**src/rtl/jk_pkg.sv**
```systemverilog
// jk_pkg: shared op encoding, sequencer state and command record for the JK command path
package jk_pkg;
  localparam int JK_CNT_W = 8;
  typedef enum logic [1:0] {HOLD = 2'b00, RESET = 2'b01, SET = 2'b10, TOGGLE = 2'b11} jk_op_t;
  typedef enum logic {IDLE = 1'b0, DRIVE = 1'b1} jk_state_t;
  typedef struct packed {
    jk_op_t              op;
    logic [JK_CNT_W-1:0] cnt;
  } jk_cmd_t;
endpackage

```
**src/rtl/jk_cmd_fifo.sv**
```systemverilog
// jk_cmd_fifo: show-ahead synchronous FIFO holding queued JK commands
module jk_cmd_fifo #(
  parameter int DEPTH = 4,
  parameter int W     = 10
) (
  input  logic         clk,
  input  logic         rst_n,
  input  logic         push,
  input  logic         pop,
  input  logic [W-1:0] din,
  output logic [W-1:0] dout,
  output logic         full,
  output logic         empty
);
  localparam int AW = $clog2(DEPTH);
  logic [W-1:0] mem_q [DEPTH];
  logic [AW-1:0] wp_q, wp_d, rp_q, rp_d;
  logic [AW:0] cnt_q, cnt_d;
  logic wr, rd;
  assign full  = cnt_q == (AW+1)'(DEPTH);
  assign empty = cnt_q == '0;
  assign dout  = mem_q[rp_q];
  always_comb begin
    wr    = push & ~full;
    rd    = pop & ~empty;
    wp_d  = wp_q + AW'(wr);
    rp_d  = rp_q + AW'(rd);
    cnt_d = cnt_q + (AW+1)'(wr) - (AW+1)'(rd);
  end
  always_ff @(posedge clk or negedge rst_n) begin
    if (!rst_n) begin
      wp_q  <= '0;
      rp_q  <= '0;
      cnt_q <= '0;
    end else begin
      wp_q  <= wp_d;
      rp_q  <= rp_d;
      cnt_q <= cnt_d;
    end
  end
  always_ff @(posedge clk) begin
    if (wr) mem_q[wp_q] <= din;
  end
endmodule

```
**src/rtl/jk_cmd_seq.sv**
```systemverilog
// jk_cmd_seq: queues {op,count} commands and drives registered j/k back-to-back
// Optional JK_SEQ_SHADOW_EN adds a shadow flip-flop checked against q_fb (sticky mismatch).
module jk_cmd_seq
  import jk_pkg::*;
#(
  parameter int DEPTH = 4,
  parameter int CNT_W = JK_CNT_W
) (
  input  logic             clk,
  input  logic             rst_n,
  input  logic             cmd_valid,
  output logic             cmd_ready,
  input  logic [1:0]       cmd_op,
  input  logic [CNT_W-1:0] cmd_cnt,
  output logic             j,
  output logic             k,
  output logic             busy,
`ifdef JK_SEQ_SHADOW_EN
  input  logic             q_fb,
  output logic             mismatch,
`endif
  output logic             done
);
  typedef struct packed {
    jk_op_t           op;
    logic [CNT_W-1:0] cnt;
  } cmd_t;
  cmd_t head;
  logic full, empty, load, last, rdy_q;
  jk_state_t state_q, state_d;
  logic [CNT_W-1:0] rem_q, rem_d;
  logic j_q, k_q, j_d, k_d, done_q, done_d;
  jk_cmd_fifo #(.DEPTH(DEPTH), .W(2 + CNT_W)) u_fifo (
    .clk   (clk),
    .rst_n (rst_n),
    .push  (cmd_valid & cmd_ready),
    .pop   (load),
    .din   ({cmd_op, cmd_cnt}),
    .dout  (head),
    .full  (full),
    .empty (empty)
  );
  // rdy_q keeps ready low until the first edge after reset release
  assign cmd_ready = rdy_q & ~full;
  assign busy      = ~empty | (state_q == DRIVE);
  assign j         = j_q;
  assign k         = k_q;
  assign done      = done_q;
  always_comb begin
    last       = (state_q == DRIVE) && (rem_q == '0);
    load       = ~empty && ((state_q == IDLE) || last);
    state_d    = load ? DRIVE : (last ? IDLE : state_q);
    rem_d      = load ? ((head.cnt == '0) ? '0 : head.cnt - CNT_W'(1))
                      : ((state_q == DRIVE && !last) ? rem_q - CNT_W'(1) : rem_q);
    {j_d, k_d} = load ? head.op : ((state_q == DRIVE && !last) ? {j_q, k_q} : 2'b00);
    done_d     = load ? (head.cnt <= CNT_W'(1)) : ((state_q == DRIVE) && (rem_q == CNT_W'(1)));
  end
  always_ff @(posedge clk or negedge rst_n) begin
    if (!rst_n) begin
      state_q <= IDLE;
      rem_q   <= '0;
      j_q     <= 1'b0;
      k_q     <= 1'b0;
      done_q  <= 1'b0;
      rdy_q   <= 1'b0;
    end else begin
      state_q <= state_d;
      rem_q   <= rem_d;
      j_q     <= j_d;
      k_q     <= k_d;
      done_q  <= done_d;
      rdy_q   <= 1'b1;
    end
  end
`ifdef JK_SEQ_SHADOW_EN
  logic sq_q, sq_d, mm_q, mm_d;
  assign mismatch = mm_q;
  always_comb begin
    sq_d = (j_q & k_q) ? ~sq_q : (j_q ? 1'b1 : (k_q ? 1'b0 : sq_q));
    mm_d = mm_q | (rdy_q & (q_fb != sq_q));
  end
  always_ff @(posedge clk or negedge rst_n) begin
    if (!rst_n) begin
      sq_q <= 1'b0;
      mm_q <= 1'b0;
    end else begin
      sq_q <= sq_d;
      mm_q <= mm_d;
    end
  end
`endif
endmodule

```
**config.mk**
```make
export PLATFORM = sky130hd
export DESIGN_NAME = jk_cmd_seq
export DESIGN_NICKNAME = d
export VERILOG_FILES = /design/src/rtl/jk_pkg.sv /design/src/rtl/jk_cmd_fifo.sv /design/src/rtl/jk_cmd_seq.sv
export SDC_FILE = /design/constraint.sdc
export NUM_CORES = 1
export LEC_CHECK = 0
export ABC_CLOCK_PERIOD_IN_PS = 4400
export BUFFER_PORTS_ARGS = -buffer_cell sky130_fd_sc_hd__buf_2
export CAP_MARGIN = 0
export CORE_MARGIN = 3
export CORE_UTILIZATION = 35
export DETAILED_ROUTE_END_ITERATION = 7
export GPL_TIMING_DRIVEN = 0
export HOLD_SLACK_MARGIN = 0.15
export PLACE_DENSITY_LB_ADDON = 0.08
export SYNTH_ARGS = -nofsm -noshare
export SYNTH_HDL_FRONTEND = slang
export SYNTH_SLANG_ARGS = --single-unit
```
**constraint.sdc**
```tcl
create_clock -name clk -period 4.4 [get_ports clk]
set_clock_uncertainty 0.05 [all_clocks]
set_input_delay 0 -clock clk [delete_from_list [all_inputs] [get_ports clk]]
set_output_delay 0 -clock clk [all_outputs]
set_load 0.005 [all_outputs]
```
==> run_results.csv, run 1 <==
group,metric,value,unit
detailed_routing,via_per_inst,4.89,
placement,hpwl,3.54,mm
global_route,grt_pass1_vias,1663,
die,dieArea,8720,um2
clocking,cts_tree,"done",
synth,syn_inst,175,
clocking,worstSkewPairLatency,320,ps
detailed_routing,drc,0,
synth,ys_top_cells_by_area,"edfxtp_1 45%, dfrtp_1 19%, mux4_1 8.8%",
clocking,cts.reportedPaths.clkPinSlew,60,ps
layout,final_common_cell,"edfxtp_1",
layout,finalNetCount,239,
layout,n_antenna_cell,0,
setup_path,path_cells,"inv_1 > ha_1 > or3b_2 > o21ai_2 > nand2_1 > nor2_1 > a21o_1 > ha_1 > inv_1 > fa_1 > xnor2_1 > xnor2_1",
detailed_routing,drt-wirelength-per-cell,15.4,um
setup_path,worstSetupPathType,"reg2reg",
setup_path,crit_buf_inv,2,
global_route,grt_use_total,12.9,%
global_route,grt_pass1_wl,8.24,mm
sta,final.setup.tns,0,ps
sta,hold_viol,0,
detailed_routing,drtIter0Drc,60,
clocking,numCtsBuffers,9,
sta,fin_crit_sh,70.6,%
layout,fillCellCount,672,
clocking,clkSinkCount,60,
setup_path,crit_slowest_cell,"or3b_2",
sta,drv_slew,0,
clocking,clk_path_buf_depth,2,
sta,fmax,0.322,GHz
layout,final_cell_mix,"40 x edfxtp_1, 20 x buf_2, 20 x dfrtp_1",
setup_path,worst_path_dominant_cell_family,"simple AND/OR/NAND/NOR gates",
pwr,p_leak,1.19,nW
placement,gp_congestion,0.834,
clocking,cts_resized,0,
run_status,status,"finished clean",
synth,synth.yosys.seq_area_share,63.6,%
sta,setup_viol,0,
placement,io_buffers,17,
synth,synth-seq-cells,60,
synth,syn_nets,196,
detailed_routing,ant_nets,0,
synth,yosysTopAreaCell,"edfxtp_1",
synth,synth_warnings,0,
die,rows,31,
layout,seq_area,1700,um2
die,die_x,93.4,um
die,start_util,36.5,%
synth,synth.cell_area,2670,um2
synth,synth_top_area_share,44.9,%
job,drv_cap,0,
layout,final_util,43.7,%
layout,final_layout_size_suffix_gt1_share,19.7,%
die,core_area,7330,um2
detailed_routing,first_pass_iters,4,
sta,slew_headroom,32.5,%
layout,multi_input_comb_area,926,um2
pwr,ir_worst_vdd,243,uV
setup_path,cp.required,4600,ps
synth,async_reset_ff_share,33.3,%
setup_path,worstSetupStartpointType,"flop",
min_path,hp-class,"in2reg",
layout,area_growth,19.8,%
clocking,htree_num_levels,3,
clocking,root_buffer,"clkbuf_8",
sta,rsz0062_at_grt,"false",
synth,yosys_most_used_dff,"edfxtp_1",
setup_path,cp_max_fo,7,
setup_path,cp-end-kind,"flop",
setup_path,critPathMaxStageDelay,500,ps
die,num_io_pins,18,
global_route,grt_max_degree,21,
detailed_routing,drt-total-wl,4.95,mm
die,die_y,93.4,um
detailed_routing,vias,1576,
sta,fin_crit,3110,ps
pwr,powerDensity,580,nW/um2
synth,syn_avg_cell_area,15.3,um2
sta,tightest_slew,1010,ps
global_route,antenna_found_initial,0,
synth,synth_cell_type_count,40,
pwr,total_power,1.86,mW
global_route,overflow,0,
synth,synth-edff-count,40,
setup_path,crit_arrival,3310,ps
[state kept, by name (all words and copies together) (netlist names)]
| signal | cells |
|---|---|
| u_fifo.mem_q | 40 |
| rem_q | 8 |
| u_fifo.cnt_q | 3 |
| u_fifo.rp_q | 2 |
| u_fifo.wp_q | 2 |
| done | 1 |
| j | 1 |
| k | 1 |
| rdy_q | 1 |
| state_q | 1 |
[cell usage after synthesis (3+ instances only)]
master / count
a21oi_1: 3
buf_2: 3
dfrtp_1: 20
edfxtp_1: 40
ha_1: 7
inv_1: 8
mux4_1: 9
nand2_1: 12
nor2_1: 13
nor3_1: 5
o21ai_0: 6
o221ai_1: 4
xnor2_1: 7
xor2_1: 5
[stage by stage]
step                cell area, um2  hold WS (ps)  cells  worst slack, ps
floorplan                     2670          -346    175             1630
global placement              2880         -75.4    291             1350
detailed placement            2920         -68.2    293             1290
CTS                           3200           349    322             1290
global route                  3200           366    322             1140
finish                        3200           366    322             1290
[what timing repair did]
action	4_1_cts	5_1_grt
buffers inserted	0	0
hold endpoints to repair	66	0
hold buffers	13	0
[power breakdown]
part | internal, mW | switching, mW
Clock | 0.197 | 0.199
Combinational | 0.306 | 0.329
Sequential | 0.729 | 0.0988
[cell type report]
cell class,count,area share (%)
sequential,60,53.1
tap,99,3.87
inverter,8,0.937
buffer,4,0.820
clock buffer,10,3.98
multi-input combinational,103,28.9
clock inverter,6,0.976
timing repair buffer,32,7.42
[path summary, 6_finish.rpt]
check,startpoint,to,slack (ps),depth (start not counted)
worst max-delay path,rem_q[0],u_fifo.cnt_q[2],1290,12
worst min-delay path,cmd_cnt[6],u_fifo.mem_q[3][6],370,2
worst max register to register,rem_q[0],u_fifo.cnt_q[2],1290,12
worst min register to register,j,j,460,1
max in group asynchronous,rst_n,state_q,2900,3
min in group asynchronous,rst_n,u_fifo.cnt_q[1],830,3
[logic make-up (layout without fill, tap and decap cells)]
kind of cell	count (synthesis)	count (layout)	share of synthesized area (%)
flip-flops	60	60	63.6
AND/OR/NAND/NOR	46	46	9.22
AO/OA/AOI/OAI	26	26	7.25
XOR/XNOR	12	12	3.93
buffers and inverters	12	60	2.11
multiplexers	10	10	9.69
adder cells (fa/ha/maj)	8	8	4.02
other	1	1	0.140
[per-layer routing]
layer	wire length, um	vias up	GRT usage (%)	share of wire (%)
li1	-	763	-	-
met5	0	-	0	0
met3	173	5	4.02	3.5
met1	2210	778	15.9	45
met4	50	0	5.49	1.0
met2	2520	30	20.9	51
(Power assumes the default switching activity.)
==> run 2: changes to the inputs <==
--- a/config.mk
+++ b/config.mk
@@ -5,7 +5,8 @@
 export SDC_FILE = /design/constraint.sdc
 export NUM_CORES = 1
 export LEC_CHECK = 0
-export ABC_CLOCK_PERIOD_IN_PS = 4400
+export ABC_AREA = 1
+export ABC_CLOCK_PERIOD_IN_PS = 2700
 export BUFFER_PORTS_ARGS = -buffer_cell sky130_fd_sc_hd__buf_2
 export CAP_MARGIN = 0
 export CORE_MARGIN = 3
==> constraint.sdc (replaced) <==
create_clock -name clk -period 2.7 [get_ports clk]
set_clock_uncertainty 0.05 [all_clocks]
set_input_delay 0 -clock clk [delete_from_list [all_inputs] [get_ports clk]]
set_output_delay 0 -clock clk [all_outputs]
set_load 0.005 [all_outputs]
==> run_results.csv, run 2 <==
group,metric,value,unit
global_route,grt_max_degree,21,
layout,finalNetCount,334,
sta,hold_viol,0,
synth,ys_top_cells_by_area,"edfxtp_1 42%, dfrtp_1 17%, nand2_1 8.6%",
synth,async_reset_ff_share,33.3,%
sta,rsz0062_at_grt,"false",
clocking,cts.reportedPaths.clkPinSlew,70,ps
pwr,pwr-share-clk,25.6,%
synth,yosysTopAreaCell,"edfxtp_1",
detailed_routing,drtIter0Drc,64,
clocking,cts_hold_buf,13,
sta,fin_crit,2310,ps
global_route,grt_pass1_wl,9.54,mm
clocking,numCtsBuffers,9,
die,start_util,36.7,%
layout,final_cell_mix,"66 x nand2_1, 40 x edfxtp_1, 21 x inv_1",
synth,synth-edff-count,40,
min_path,hp-start,"cmd_cnt[1]",
setup_path,reg2reg_to,"u_fifo.cnt_q[2]",
layout,reg_top3,"u_fifo.mem_q: 40 flops, rem_q: 8 flops, u_fifo.cnt_q: 3 flops",
sta,setup_viol,0,
clocking,clk_path_buf_depth,2,
global_route,grt_use_total,13.2,%
setup_path,cp.required,2880,ps
sta,fin_crit_sh,85.5,%
global_route,top_usage_layer,"met2",
die,rows,32,
min_path,worstHoldPathCells,2,
sta,tightest_slew,946,ps
clocking,clkSinkCount,60,
pwr,powerDensity,966,nW/um2
placement,hpwl,3.87,mm
pwr,swShare,35.5,%
sta,drv_slew,0,
placement,dpl_worst_slack,379,ps
global_route,grt_pass1_vias,1880,
synth,synth_cell_type_count,35,
die,core_area,7850,um2
sta,fmax,0.433,GHz
min_path,holdPathEnd,"u_fifo.mem_q[0][1]",
synth,syn_inst,268,
die,num_io_pins,18,
die,dieArea,9350,um2
synth,synth.yosys.seq_area_share,59.1,%
layout,area_growth,21.2,%
setup_path,r2r-start,"rem_q[0]",
pwr,p_leak,1.45,nW
global_route,use_met2,20.3,%
clocking,postCtsSetupBuffers,0,
placement,place_inst,391,
pwr,total_power,3.37,mW
layout,final_layout_size_suffix_gt1_share,23.7,%
clocking,worstSkewPairLatency,340,ps
job,drv_cap,0,
setup_path,r2r_cells,10,
layout,n_antenna_cell,0,
synth,synth.most_common_cell,"nand2_1",
global_route,overflow,0,
sta,slew_headroom,36.7,%
layout,finalNonFillerCells,419,
synth,yosys_most_used_dff,"edfxtp_1",
die,die_x,96.7,um
detailed_routing,via_per_inst,4.52,
clocking,cts_tree,"done",
detailed_routing,first_pass_iters,4,
clocking,htree_num_levels,3,
min_path,hp-class,"in2reg",
die,die_y,96.7,um
layout,final_common_cell,"nand2_1",
synth,synth-seq-cells,60,
synth,synth_top_area_share,41.7,%
setup_path,cp_max_fo,10,
setup_path,crit_arrival,2490,ps
layout,regMostFlops,"u_fifo.mem_q",
pwr,ir_worst_vdd,347,uV
placement,gp_congestion,0.749,
run_status,status,"finished clean",
global_route,met3_usage,4.61,%
clocking,root_buffer,"clkbuf_8",
pwr,comb_power_share,34.7,%
layout,largest_reg_flops,40,
global_route,grtUsageMet1,17.4,%
detailed_routing,drt-total-wl,5.64,mm
detailed_routing,drc,0,
detailed_routing,ant_nets,0,
synth,syn_nets,289,
placement,io_buffers,17,
sta,final.setup.tns,0,ps
synth,synth_warnings,0,
global_route,antenna_found_initial,0,
pwr,seqPwrFrac,39.6,%
setup_path,rrSetupSlack,390,ps
pwr,internal-power,2.17,mW
synth,synthTopCellsByCount,"66 x nand2_1, 40 x edfxtp_1, 21 x inv_1",
detailed_routing,vias,1895,
synth,syn_avg_cell_area,10.7,um2
clocking,cts_resized,0,
detailed_routing,drt-wirelength-per-cell,13.5,um
setup_path,worstSetupStartpointType,"flop",
layout,final_util,44.5,%
setup_path,worstSetupPathType,"reg2reg",
synth,synth.cell_area,2880,um2
pwr,p_switching,1.20,mW
setup_path,cp-end-kind,"flop",
sta,setup_ws,391,ps
run 2: changes by cell type in the layout (fill, tap and decap cells not counted), moves of 4 or more:
| cell | change |
|---|---|
| a21oi_2 | +4 |
| buf_6 | +4 |
| inv_1 | +13 |
| mux4_1 | -9 |
| nand2_1 | +54 |
| nand2_2 | +8 |
| nand3_1 | +19 |
| nand3_2 | +6 |
| nor2_1 | +4 |
| nor2_2 | +4 |
| nor3_2 | +4 |
| o221ai_1 | -4 |
run 2: power by group through the flow:
stage | registers, mW | logic [mW] | clock network (mW)
CTS | 1.34 | 1.20 | 0.896
detailed placement | 1.35 | 1.19 | 0
global route | 1.36 | 1.35 | 0.943
global placement | 1.35 | 1.13 | 0
finish | 1.34 | 1.17 | 0.864
floorplan | 1.32 | 0.897 | 0
run 2: worst max-delay path by stage:
stage | endpoint | start | cells after the start
5_1_grt | u_fifo.cnt_q[2] | rem_q[0] | 10
6_report | u_fifo.cnt_q[2] | rem_q[0] | 10
3_3_place_gp | u_fifo.mem_q[3][5] | u_fifo.cnt_q[1] | 4
4_1_cts | u_fifo.cnt_q[2] | rem_q[0] | 10
2_1_floorplan | u_fifo.cnt_q[2] | rem_q[0] | 10
3_5_place_dp | u_fifo.cnt_q[2] | rem_q[0] | 10
run 2: layer usage:
layer	part of all wire (%)	routed length (um)	vias up
met5	0	0	-
met4	1.6	92	0
met3	3.2	179	10
met2	48	2690	21
met1	48	2680	887
li1	-	-	977
run 2: kinds of logic (layout without fill, tap and decap cells):
kind of cell             count (synthesis)  in the layout  synth area share [%]
AO/OA/AOI/OAI                           23             23                  5.99
XOR/XNOR                                13             13                  3.95
adder cells (fa/ha/maj)                  8              8                  3.74
buffers and inverters                   32             81                  5.86
flip-flops                              60             60                  59.1
other                                    1              1                 0.130
AND/OR/NAND/NOR                        131            131                  21.2
run 2: final cells by class:
| type | instances | area [um2] |
|---|---|---|
| multi-input combinational | 176 | 1030 |
| tap | 102 | 128 |
| sequential | 60 | 1700 |
| timing repair buffer | 34 | 256 |
| fill | 769 | 4360 |
| inverter | 25 | 98.8 |
| buffer | 7 | 70.1 |
| clock buffer | 10 | 128 |
| clock inverter | 5 | 77.6 |
run 2: critical path: stages (launching register included):
cell,delay [ps]
dfrtp_1,400
inv_1,90
ha_1,210
nand2_2,120
o21ai_4,270
nand2_4,160
xnor2_1,180
ha_1,170
inv_1,50
fa_1,370
xnor2_1,130
run 2: through the flow:
| stage | instance area, um2 | hold slack [ps] |
|---|---|---|
| floorplan | 2880 | -346 |
| global placement | 3090 | -55.4 |
| detailed placement | 3150 | -55.3 |
| CTS | 3490 | 340 |
| global route | 3490 | 365 |
| finish | 3490 | 358 |
==> run 3: changes to the inputs <==
--- a/config.mk
+++ b/config.mk
@@ -5,7 +5,7 @@
 export SDC_FILE = /design/constraint.sdc
 export NUM_CORES = 1
 export LEC_CHECK = 0
-export ABC_AREA = 1
+export ABC_AREA = 0
 export ABC_CLOCK_PERIOD_IN_PS = 2700
 export BUFFER_PORTS_ARGS = -buffer_cell sky130_fd_sc_hd__buf_2
 export CAP_MARGIN = 0
==> run_results.csv, run 3 (synthesized netlist as in run 1, its figures left out) <==
group,metric,value,unit
detailed_routing,drt-wirelength-per-cell,15.8,um
layout,finalNonFillerCells,323,
global_route,antenna_found_initial,0,
layout,stdcell_area,3280,um2
setup_path,crit_arrival,2750,ps
placement,gp_congestion,0.874,
die,rows,31,
pwr,p_leak,1.22,nW
pwr,comb_power_share,34.5,%
clocking,clk_path_buf_depth,2,
sta,tightest_slew,1010,ps
setup_path,worstSetupStartpointType,"flop",
layout,reg_top3,"u_fifo.mem_q: 40 flops, rem_q: 8 flops, u_fifo.cnt_q: 3 flops",
die,dieArea,8720,um2
clocking,worstSkewPairLatency,330,ps
setup_path,crit_slowest_cell,"dfrtp_2",
pwr,ir_worst_vdd,328,uV
pwr,seqPwrFrac,42.8,%
detailed_routing,first_pass_iters,4,
setup_path,path_cells,"inv_1 > ha_2 > or3b_4 > o21ai_4 > nand2_4 > nor2_4 > a21o_1 > ha_1 > inv_1 > fa_2 > xnor2_2 > xnor2_1",
pwr,internal-power,2.09,mW
setup_path,cp-end-kind,"flop",
die,core_area,7330,um2
detailed_routing,ant_nets,0,
clocking,root_buffer,"clkbuf_8",
detailed_routing,drt-total-wl,5.12,mm
clocking,cts.reportedPaths.clkPinSlew,70,ps
layout,regMostFlops,"u_fifo.mem_q",
detailed_routing,via_per_inst,5.02,
setup_path,critPathMaxStageDelay,450,ps
die,start_util,36.5,%
sta,fmax,0.387,GHz
sta,setup_viol,0,
clocking,clkSinkCount,60,
setup_path,cp_max_fo,7,
global_route,grt_pass1_wl,8.34,mm
placement,dpl_cell_area,2930,um2
layout,n_antenna_cell,0,
run_status,status,"finished clean",
placement,io_buffers,17,
placement,place_inst,293,
setup_path,worstSetupPathType,"reg2reg",
layout,final_layout_size_suffix_gt1_share,24.6,%
global_route,grt_use_total,13.0,%
layout,final_cell_mix,"40 x edfxtp_1, 20 x buf_2, 19 x dfrtp_1",
min_path,hp-class,"in2reg",
die,die_x,93.4,um
placement,hpwl,3.58,mm
detailed_routing,drc,0,
global_route,overflow,0,
layout,finalNetCount,240,
sta,drv_slew,0,
setup_path,critPathMostFrequentCell,"inv_1",
sta,fin_crit,2580,ps
die,num_io_pins,18,
detailed_routing,vias,1621,
clocking,htree_num_levels,3,
pwr,pwr-share-clk,22.7,%
clocking,cts_tree,"done",
pwr,p_switching,1.08,mW
layout,area_growth,22.5,%
clocking,numCtsBuffers,9,
pwr,swShare,34.0,%
global_route,grt_pass1_vias,1697,
global_route,grt_max_degree,21,
die,die_y,93.4,um
setup_path,cp.required,2870,ps
layout,final_common_cell,"edfxtp_1",
detailed_routing,drtIter0Drc,60,
layout,largest_reg_flops,40,
sta,hold_viol,0,
sta,fin_crit_sh,95.6,%
job,drv_cap,0,
sta,slew_headroom,32.6,%
pwr,powerDensity,967,nW/um2
run 3: changes by cell type in the layout (fill, tap and decap cells not counted), moves of 5 or more:
cell	change
inv_1	-13
mux4_1	+9
nor2_1	-5
nand2_2	-8
nand3_1	-19
nand2_1	-55
nand3_2	-6
run 3: final timing paths:
path	endpoint	start	slack, ps	depth (start not counted)
max	u_fifo.cnt_q[2]	rem_q[0]	120	12
min	u_fifo.mem_q[1][0]	cmd_cnt[0]	370	2
max reg2reg	u_fifo.cnt_q[2]	rem_q[0]	120	12
min reg2reg	j	j	460	1
max in group asynchronous	rem_q[0]	rst_n	1110	3
min in group asynchronous	u_fifo.cnt_q[2]	rst_n	840	3
run 3: layout make-up:
cell class	instances	area [um2]
multi-input cells	103	967
inverters	8	30.0
well taps	99	124
flip-flops and latches	60	1700
fillers	661	4060
repair buffers	33	245
clock buffers	12	155
plain buffers	4	26.3
clock inverters	4	25.0
run 3: power by group through the flow:
stage / sequential [mW] / clock, mW / combinational (mW)
2_1_floorplan: 1.32 / 0 / 0.793
3_3_place_gp: 1.35 / 0 / 1.01
3_5_place_dp: 1.36 / 0 / 1.05
4_1_cts: 1.35 / 0.745 / 1.08
5_1_grt: 1.38 / 0.790 / 1.20
6_report: 1.36 / 0.719 / 1.09
run 3: repair_timing:
action,in CTS,in global routing
pin swaps,2,1
setup endpoints to repair,2,1
hold buffers,13,0
hold endpoints to repair,71,0
gates resized for setup,3,6
buffers inserted,1,0
run 3: routing by layer:
metal  part of all wire (%)  global-route usage [%]  vias up  routed length (um)
met2                     50                    21.7       41                2570
met5                      0                       0        -                   0
met1                     43                    15.5      801                2210
met3                    4.4                    3.70       12                 227
li1                       -                       -      767                   -
met4                    2.2                    5.98        0                 112
run 3: critical path: cells and delay by family (launching register included):
family | cells | cell delay, ps
AOI/OAI and AO/OA | 2 | 270
adders and majority gates | 3 | 670
DFF | 1 | 450
and+or+nand+nor | 3 | 620
buffers and inverters | 2 | 130
xor gates and xnor gates | 2 | 260
run 3: stage by stage:
step	setup TNS [ps]	util, %	setup WS (ps)	hold WS, ps	total power [mW]
floorplan	0	-	21.8	-346	2.12
global placement	-1480	39.5	-219	-75.8	2.36
detailed placement	-360	39.9	-266	-60.7	2.41
CTS	0	44.3	9.09	344	3.17
global route	-10.2	44.7	-10.2	360	3.38
finish	0	44.7	118	365	3.17
